### src/rtl/hpdcache_pkg.sv
// Shared HPDcache request/response types used by the core-side request ports.
// Latency: n/a (types and constants only).
// Backpressure: n/a.
package hpdcache_pkg;

    localparam int unsigned HPDCACHE_REQ_TRANS_ID_WIDTH = 6;
    localparam int unsigned HPDCACHE_REQ_SRC_ID_WIDTH   = 3;
    localparam int unsigned HPDCACHE_TAG_WIDTH          = 20;

    typedef logic [HPDCACHE_REQ_TRANS_ID_WIDTH-1:0] hpdcache_req_tid_t;
    typedef logic [HPDCACHE_REQ_SRC_ID_WIDTH-1:0]   hpdcache_req_sid_t;
    typedef logic [HPDCACHE_TAG_WIDTH-1:0]          hpdcache_tag_t;

    typedef struct packed {
        logic uncacheable;
        logic io;
    } hpdcache_pma_t;

    typedef struct packed {
        logic [11:0]       addr_offset;
        logic [31:0]       wdata;
        logic [3:0]        op;
        logic [3:0]        be;
        logic [2:0]        size;
        hpdcache_req_sid_t sid;
        hpdcache_req_tid_t tid;
        logic              need_rsp;
        logic              phys_indexed;
    } hpdcache_req_t;

    typedef struct packed {
        logic [31:0]       rdata;
        hpdcache_req_sid_t sid;
        hpdcache_req_tid_t tid;
        logic              error;
        logic              aborted;
    } hpdcache_rsp_t;

endpackage

### src/rtl/hpdcache_tid_pool.sv
// Transaction-ID pool: lowest-free allocation, retirement on own responses, busy count.
// Latency: allocation visible next cycle; freed TIDs become allocatable next cycle.
// Backpressure: tid_avail_o low when every TID is busy; the caller must not allocate then.
//
// Ports: alloc_i claims alloc_tid_o this cycle; rsp_own_i/rsp_tid_i present an
// own-SID response; spurious_o flags one that matches no busy TID;
// outstanding_o is the popcount of the busy vector.
module hpdcache_tid_pool
    import hpdcache_pkg::*;
#(
    parameter int unsigned NTRANS = 4
)(
    input  logic                            clk_i,
    input  logic                            rst_ni,
    input  logic                            alloc_i,
    output logic                            tid_avail_o,
    output hpdcache_req_tid_t               alloc_tid_o,
    input  logic                            rsp_own_i,
    input  hpdcache_req_tid_t               rsp_tid_i,
    output logic                            spurious_o,
    output logic [$clog2(NTRANS+1)-1:0]     outstanding_o
);

    localparam int unsigned CNT_W = $clog2(NTRANS + 1);

    logic [NTRANS-1:0] busy_q;
    logic [NTRANS-1:0] busy_d;
    logic [NTRANS-1:0] alloc_vec;
    logic [NTRANS-1:0] hit_vec;
    logic [NTRANS-1:0] free_vec;
    logic [CNT_W-1:0]  cnt;

    // Downward scan so the last write wins with the lowest free index.
    always_comb begin
        alloc_tid_o = '0;
        for (int i = int'(NTRANS) - 1; i >= 0; i--) begin
            if (!busy_q[i]) alloc_tid_o = hpdcache_req_tid_t'(i);
        end
    end

    // Response TIDs beyond the pool match nothing, which makes them spurious
    // without ever indexing busy_q out of range.
    always_comb begin
        alloc_vec = '0;
        hit_vec   = '0;
        for (int i = 0; i < int'(NTRANS); i++) begin
            alloc_vec[i] = alloc_i & !busy_q[i] & (alloc_tid_o == hpdcache_req_tid_t'(i));
            hit_vec[i]   = (rsp_tid_i == hpdcache_req_tid_t'(i));
        end
    end

    assign free_vec    = {NTRANS{rsp_own_i}} & hit_vec & busy_q;
    assign spurious_o  = rsp_own_i & ~|(hit_vec & busy_q);
    assign tid_avail_o = ~&busy_q;

    // Allocation only targets entries free before this edge, so set and
    // clear never collide on the same bit.
    assign busy_d = (busy_q & ~free_vec) | alloc_vec;

    always_ff @(posedge clk_i or negedge rst_ni) begin
        if (!rst_ni) busy_q <= '0;
        else         busy_q <= busy_d;
    end

    always_comb begin
        cnt = '0;
        for (int i = 0; i < int'(NTRANS); i++) begin
            cnt = cnt + CNT_W'(busy_q[i]);
        end
    end

    assign outstanding_o = cnt;

endmodule

### src/rtl/hpdcache_req_issuer.sv
// Requester-side issuer for one HPDcache core port: two-cycle request protocol, TID allocation, response filter.
// Latency: request issued 1 cycle after the client handshake; tag/PMA/abort 1 cycle after grant; responses pass through combinationally.
// Backpressure: client stalls while the issued request awaits grant or when need_rsp finds no free TID; no response backpressure.
//
// Ports: up_req_* client request side (abort sampled the cycle after grant);
// core_req_* towards the arbiter; core_rsp_* from the cache; up_rsp_* filtered
// to this SID; outstanding_o busy TID count; spurious_rsp_o own-SID response to a free TID.
module hpdcache_req_issuer
    import hpdcache_pkg::*;
#(
    parameter hpdcache_req_sid_t SID    = '0,
    parameter int unsigned       NTRANS = 4
)(
    input  logic                        clk_i,
    input  logic                        rst_ni,

    input  logic                        up_req_valid_i,
    output logic                        up_req_ready_o,
    input  hpdcache_req_t               up_req_i,
    input  logic                        up_abort_i,
    input  hpdcache_tag_t               up_tag_i,
    input  hpdcache_pma_t               up_pma_i,

    output logic                        core_req_valid_o,
    input  logic                        core_req_ready_i,
    output hpdcache_req_t               core_req_o,
    output logic                        core_req_abort_o,
    output hpdcache_tag_t               core_req_tag_o,
    output hpdcache_pma_t               core_req_pma_o,

    input  logic                        core_rsp_valid_i,
    input  hpdcache_rsp_t               core_rsp_i,
    output logic                        up_rsp_valid_o,
    output hpdcache_rsp_t               up_rsp_o,

    output logic [$clog2(NTRANS+1)-1:0] outstanding_o,
    output logic                        spurious_rsp_o
);

    hpdcache_req_t     req_q;
    hpdcache_req_t     req_d;
    logic              req_vld_q;
    hpdcache_tag_t     pend_tag_q;
    hpdcache_pma_t     pend_pma_q;
    hpdcache_tag_t     tag_q;
    hpdcache_pma_t     pma_q;
    logic              granted_q;

    logic              tid_avail;
    hpdcache_req_tid_t alloc_tid;
    logic              up_hs;
    logic              grant;
    logic              rsp_own;

    assign grant          = req_vld_q & core_req_ready_i;
    assign up_req_ready_o = (!req_vld_q | core_req_ready_i) & (!up_req_i.need_rsp | tid_avail);
    assign up_hs          = up_req_valid_i & up_req_ready_o;
    assign rsp_own        = core_rsp_valid_i & (core_rsp_i.sid == SID);

    always_comb begin
        req_d     = up_req_i;
        req_d.sid = SID;
        req_d.tid = up_req_i.need_rsp ? alloc_tid : '0;
    end

    // Tag/PMA go through a pending stage so that a request loaded on the
    // same edge as a grant cannot overwrite the 2nd-cycle values in flight.
    always_ff @(posedge clk_i or negedge rst_ni) begin
        if (!rst_ni) begin
            req_q      <= '0;
            req_vld_q  <= 1'b0;
            pend_tag_q <= '0;
            pend_pma_q <= '0;
            tag_q      <= '0;
            pma_q      <= '0;
            granted_q  <= 1'b0;
        end else begin
            granted_q <= grant;
            if (grant) begin
                tag_q <= pend_tag_q;
                pma_q <= pend_pma_q;
            end
            if (up_hs) begin
                req_q      <= req_d;
                req_vld_q  <= 1'b1;
                pend_tag_q <= up_tag_i;
                pend_pma_q <= up_pma_i;
            end else if (grant) begin
                req_vld_q  <= 1'b0;
            end
        end
    end

    hpdcache_tid_pool #(
        .NTRANS        (NTRANS)
    ) i_tid_pool (
        .clk_i         (clk_i),
        .rst_ni        (rst_ni),
        .alloc_i       (up_hs & up_req_i.need_rsp),
        .tid_avail_o   (tid_avail),
        .alloc_tid_o   (alloc_tid),
        .rsp_own_i     (rsp_own),
        .rsp_tid_i     (core_rsp_i.tid),
        .spurious_o    (spurious_rsp_o),
        .outstanding_o (outstanding_o)
    );

    assign core_req_valid_o = req_vld_q;
    assign core_req_o       = req_q;
    assign core_req_abort_o = up_abort_i & granted_q;
    assign core_req_tag_o   = tag_q;
    assign core_req_pma_o   = pma_q;

    assign up_rsp_valid_o   = rsp_own;
    assign up_rsp_o         = core_rsp_i;

endmodule
### config.mk
export PLATFORM = sky130hd
export DESIGN_NAME = hpdcache_req_issuer
export DESIGN_NICKNAME = d
export VERILOG_FILES = /design/src/rtl/hpdcache_pkg.sv /design/src/rtl/hpdcache_tid_pool.sv /design/src/rtl/hpdcache_req_issuer.sv
export SDC_FILE = /design/constraint.sdc
export NUM_CORES = 1
export LEC_CHECK = 0
export ABC_CLOCK_PERIOD_IN_PS = 5300
export BUFFER_PORTS_ARGS = -buffer_cell sky130_fd_sc_hd__buf_4
export CAP_MARGIN = 30
export CORE_AREA = 2 2 107 109
export CTS_CLUSTER_SIZE = 10
export DETAILED_ROUTE_END_ITERATION = 16
export DIE_AREA = 0 0 109 111
export PLACE_DENSITY = 0.79
export RECOVER_POWER = 50
export REMOVE_ABC_BUFFERS = 1
export SETUP_SLACK_MARGIN = 0.5
export SYNTH_ARGS = -nofsm -noshare
export SYNTH_HDL_FRONTEND = slang
export SYNTH_SLANG_ARGS = --single-unit
### constraint.sdc
create_clock -name clk_i -period 5.3 [get_ports clk_i]
set_clock_uncertainty 0.15 [all_clocks]
set_input_delay 1.06 -clock clk_i [delete_from_list [all_inputs] [get_ports clk_i]]
set_output_delay 1.06 -clock clk_i [all_outputs]
set_load 0.01 [all_outputs]
== Word level (Yosys, flattened, before mapping) ==
Index checks and enable logic that the tools add are counted.

* Flip-flop bits (word level): 113
* Bits in latches: 0
* Bits in writable memories: 0
* Bits in read-only memories: 0
* Input bits: 137
* Output and inout port bits: 139
* Logic and storage cells: 70
* Memories: 0

* Add/sub/neg operators: 3
* $mul: 0
* Div/mod/pow operators: 0
* $lt $le $gt $ge: 0
* Eq/ne operators: 6
* Shift operators: 0
* Mux-type cells: 7
* Bitwise logic cells: 23
* Reduce and logical (&&, ||, !) cells: 14

{| class="wikitable"
|+ Operators with widths
! cell !! number
|-
| 6-bit by 2-bit == test with 1-bit output, second input constant || 4
|-
| 6-bit 2-to-1 mux || 4
|-
| 4-bit AND || 4
|-
| 1-bit AND || 15
|-
| 6-bit by 1-bit == test with 1-bit output, second input constant || 2
|-
| 6-bit zero test || 2
|-
| 1-bit zero test || 8
|-
| 3-bit by 1-bit adder with 3-bit output || 2
|-
| 4-bit inverter || 1
|-
| 4-bit OR || 1
|-
| 4-bit AND reduction || 1
|-
| 4-bit OR reduction || 1
|-
| 3-bit zero test || 1
|-
| 1-bit by 1-bit adder with 2-bit output || 1
|-
| 1-bit 2-to-1 mux || 2
|-
| 2-bit 2-to-1 mux || 1
|-
| 1-bit OR || 2
|-
| 2-bit nonzero test || 1
|}

== Logic depth before layout (Yosys ltp) ==
* Depth in word-level cells: 9
* Mapped depth: 6
* Gate-level depth less buffers: 5

== By module ==
From an unflattened synthesis, not the netlist that was laid out.

* Cell total of the unflattened synthesis: 329
* Area, all modules: 4947.2 sq um

{| class="wikitable"
|+ By module, submodules not included
! module !! instances !! cells each !! area each (sq um) !! sequential area each (sq um)
|-
| hpdcache_req_issuer || 1 || 297 || 4604.4 || 2727.6
|-
| hpdcache_tid_pool || 1 || 32 || 342.8 || 100.1
|}

== Least setup slack after synthesis ==
No wires, ideal clock.

* Path kind: in2out
* Start: input core_rsp_i[9] (netlist name)
* End: output spurious_rsp_o
* Data arrival time: 1.839 ns
* Required time: 4.090 ns
* Setup slack: 2.251 ns
* Stages on the path: 2
* Path buffers: 0
* Cells stage by stage: or4b_4 a21oi_1

* Word-level cells in the longest chain between the ends: 3

{| class="wikitable"
|+ Ends and longest elaborated chain
! element !! line !! source
|-
| start: declaration || hpdcache_req_issuer.sv:32 || <nowiki>input hpdcache_rsp_t core_rsp_i,</nowiki>
|-
| 3-bit zero test || hpdcache_req_issuer.sv:58 || <nowiki>assign rsp_own = core_rsp_valid_i & (core_rsp_i.sid == SID);</nowiki>
|-
| 1-bit AND || hpdcache_req_issuer.sv:58 ||
|-
| 1-bit AND || hpdcache_tid_pool.sv:53 || <nowiki>assign spurious_o = rsp_own_i & ~|(hit_vec & busy_q);</nowiki>
|-
| end: declaration || hpdcache_req_issuer.sv:37 || <nowiki>output logic spurious_rsp_o</nowiki>
|}

Every way passes these cells.

== Worst setup path after layout ==
* Start: input core_req_ready_i
* End: register req_q, in the netlist core_req_o[49]

* Word-level cells in the longest chain between the ends: 3

{| class="wikitable"
|+ Ends and longest elaborated chain
! element !! line !! source
|-
| start: declaration || hpdcache_req_issuer.sv:25 || <nowiki>input logic core_req_ready_i,</nowiki>
|-
| 1-bit OR || hpdcache_req_issuer.sv:56 || <nowiki>assign up_req_ready_o = (!req_vld_q | core_req_ready_i) & (!up_req_i.need_rsp | tid_avail);</nowiki>
|-
| 1-bit AND || hpdcache_req_issuer.sv:56 ||
|-
| 1-bit AND || hpdcache_req_issuer.sv:57 || <nowiki>assign up_hs = up_req_valid_i & up_req_ready_o;</nowiki>
|-
| end signal: assignment || hpdcache_req_issuer.sv:84 || <nowiki>req_q <= req_d;</nowiki>
|-
| end: declaration || hpdcache_req_issuer.sv:40 || <nowiki>hpdcache_req_t req_q;</nowiki>
|}

Every way passes these cells.
A chain may end at the register's enable or synchronous reset.

==> summary.md <==
| Metric | Value |
|---|---|
| FP Rows | `39` |
| Max Fclk | `~0.27 GHz` |
| Cells after Synth | `316` |
| Antenna diode count | `0` |
| Final setup violation count | `0` |
| Crit Reg-Reg Startpoint | `i_tid_pool.busy_q[1]` |
| DRC errors left | `0` |
| Core area | `11100 um^2` |
| Die Y-Extent | `approximately 110 um` |
| Synth cell types | `37` |
| Most frequent cells in the layout | `111 x buf_4, 109 x dfrtp_1, 89 x clkbuf_1, 66 x mux2_2, 36 x mux2_4` |
| Max-slew headroom | `-29.4%` |
| Crit path max fanout | `36` |
| H-tree levels | `3` |
| Top FF cell, synth | `dfrtp_1` |
| Cells after DPL | `~600` |
| Post-synth EDFFs | `0` |
| Seq/Total Area, Yosys | `between 50% and 60%` |
| Initial core utilization | `a little over two fifths` |
| Synth Cell Area | `a little under 5000 um^2` |
| Failing checks | `max-capacitance violations, max-slew violations` |
| CTS Buffer Depth | `2` |
| Status | `finished with violations` |
| R2r endpoint | `core_req_o[49]` |
| Worst setup EP type | `flip-flop` |
| Critical path arrival | `3.82 ns` |
| Synth async-reset ratio | `100%` |
| R2r setup slk | `between 1.5 and 2 ns` |
| Hold slack | `0.352 ns` |
| Final hold violations | `0` |
| Number of global-route vias before repair | `about 3300` |
| Avg Inst Size Synth | `roughly 15 um^2` |
| Unrepaired setup endpoints after global routing | `no` |
| Detailed Routing Iterations Pass 1 | `4` |
| IO Port Bufs | `191` |
| Hold-fix buffers at CTS | `0` |
| Nets | `around 610` |
| Final Max Slew Viols | `37` |
| DR WL/cell | `19.5 um` |
| Synth warn | `0` |
| Critical path launch point type | `input port` |
| Hpwl dp | `~9200 um` |
| Worst Hold Path Cells | `1` |
| Tot GR Track Use | `about a fifth` |
| Fin Setup TNS | `0 ns` |
| Final wirelength | `approximately 12000 um` |
| Number of CTS-inserted buffers | `9` |
| R2R cell count | `5` |
| Worst Path Required | `around 5.4 ns` |
| Postcts setup bufs | `0` |
| Vias | `about 3000` |
| Dominant cell type by area after synthesis | `dfrtp_1` |
| Synth area leaders | `dfrtp_1 56%, mux2_2 15%, mux2_4 11%` |
| Area of the multi-input gates | `about 1600 um^2` |
| Min-Delay Path Class | `reg -> reg` |
| Tmin final | `approximately 3.7 ns` |
| Register area | `between 2000 and 3000 um^2` |
| Final antenna-violating net count | `0` |
| CTS sink cnt | `about 110` |
| First-pass GRT wire length | `about 18000 um` |
| GRT Residual Overflow | `0` |
| DIE AREA | `12100 um^2` |
| Clk Latency, worst-skew pair | `about 0.34 ns` |
| Hold path startpoint | `core_req_tag_o[1]` |
| Most common cell after layout, fill and taps aside | `buf_4` |
| Critical path class | `in -> reg` |
| Worst slew pin tran | `slightly below 2 ns` |
| Hold endpoint | `core_req_tag_o[1]` |
| Initial DRC Count | `83` |
| I/O Pins | `about 280` |
| Root buffer cell | `clkbuf_16` |
| Initial antenna violation count | `0` |
| Max_cap viols | `1` |
| Flops & latches, synth | `109` |
| Pwr dens | `about 550 nW/um^2` |
| Maximum vdd ir drop | `a little under 0.3 mV` |
| TritonCTS clock tree | `built` |
| Final instance area | `~5900 um^2` |
| Largest net degree at the start of global routing | `62` |
| Share of cells above drive strength 1 | `between 40 and 50%` |
| Fin util | `between 50% and 60%` |
| Fin cells | `~620` |
| Gpl congestion | `approximately 0.85` |
| CTS clk-pin slew, worst paths | `0.06 ns` |
| Filler cells | `1003` |
| Die span in x | `approximately 110 um` |
| Pleak | `~2.8 nW` |
| Period utilization | `a little over two thirds` |
| Via density | `roughly 4.9` |
| Dpl cell area | `6030 um^2` |
| # resized after CTS | `0` |
| Layout area overhead | `22.2%` |
| Synth top area share | `between 50 and 60%` |
-- where the power goes --
group          switching, mW  internal [mW]
Combinational          0.547          0.649
Clock                  0.279          0.318
Sequential             0.216           1.23
-- metrics by stage --
stage	setup WS [ns]	power [mW]
3_5_place_dp	2.05	2.92
4_1_cts	2.02	3.54
6_report	1.55	3.24
5_1_grt	1.32	3.43
3_3_place_gp	2.05	2.86
2_1_floorplan	1.69	2.20
-- critical path: stages --
cell      delay [ns]
clkbuf_1        0.14
or2b_1          0.16
nand3_1         1.30
buf_4           0.78
mux2_4          0.35
-- final cells by class --
| type | instances | area share, % |
|---|---|---|
| Clock inverter | 2 | 0.169 |
| Inverter | 8 | 0.527 |
| Sequential cell | 109 | 46.0 |
| Timing Repair Buffer | 195 | 19.4 |
| Clock buffer | 14 | 4.11 |
| Multi-Input combinational cell | 144 | 26.9 |
| Tap cell | 143 | 3.01 |
-- worst max path at each step --
stage / endpoint / cells after the start / slack, ns / from
after floorplan: core_req_o[0] / 3 / 1.69 / core_req_ready_i
after global placement: spurious_rsp_o / 4 / 2.05 / core_rsp_i[9]
after detailed placement: spurious_rsp_o / 4 / 2.05 / core_rsp_i[9]
after CTS: outstanding_o[1] / 6 / 2.02 / i_tid_pool.busy_q[0]
after global routing: core_req_o[49] / 5 / 1.32 / core_req_ready_i
final: core_req_o[49] / 5 / 1.55 / core_req_ready_i
-- sequential cells by signal, summed over array words and instances, names as in the netlist --
name               count
pend_tag_q            20
pend_pma_q             2
core_req_tag_o        20
core_req_pma_o         2
i_tid_pool.busy_q      4
core_req_valid_o       1
granted_q              1
core_req_o            59
-- per-layer routing --
metal | up-vias | wire length, um | part of all wire, % | GRT usage, %
met5 | - | 65 | 0.54 | 5.36
met4 | 2 | 87 | 0.72 | 4.44
met3 | 12 | 1770 | 15 | 14.9
met2 | 186 | 5240 | 44 | 27.7
met1 | 1509 | 4860 | 40 | 24.2
li1 | 1332 | - | - | -
-- Yosys cell counts (2+ instances only) --
cell type,instances
buf_4,50
mux2_2,66
a21oi_1,2
buf_8,2
dfrtp_1,109
buf_12,4
nand2_1,6
inv_1,7
ha_1,3
nand3_2,2
mux2_4,36
buf_2,4
-- kinds of logic (layout without fill, tap and decap cells) --
kind of cell / after synthesis / in the layout / share of synthesized area [%]
buffers and inverters: 69 / 219 / 11.3
and+or+nand+nor: 21 / 21 / 2.76
muxes: 103 / 103 / 26.9
AOI/OAI and AO/OA: 9 / 9 / 1.65
adders and majority gates: 4 / 4 / 1.19
other: 1 / 7 / 0.0772
DFF: 109 / 109 / 56.2
(Power assumes the default switching activity.)
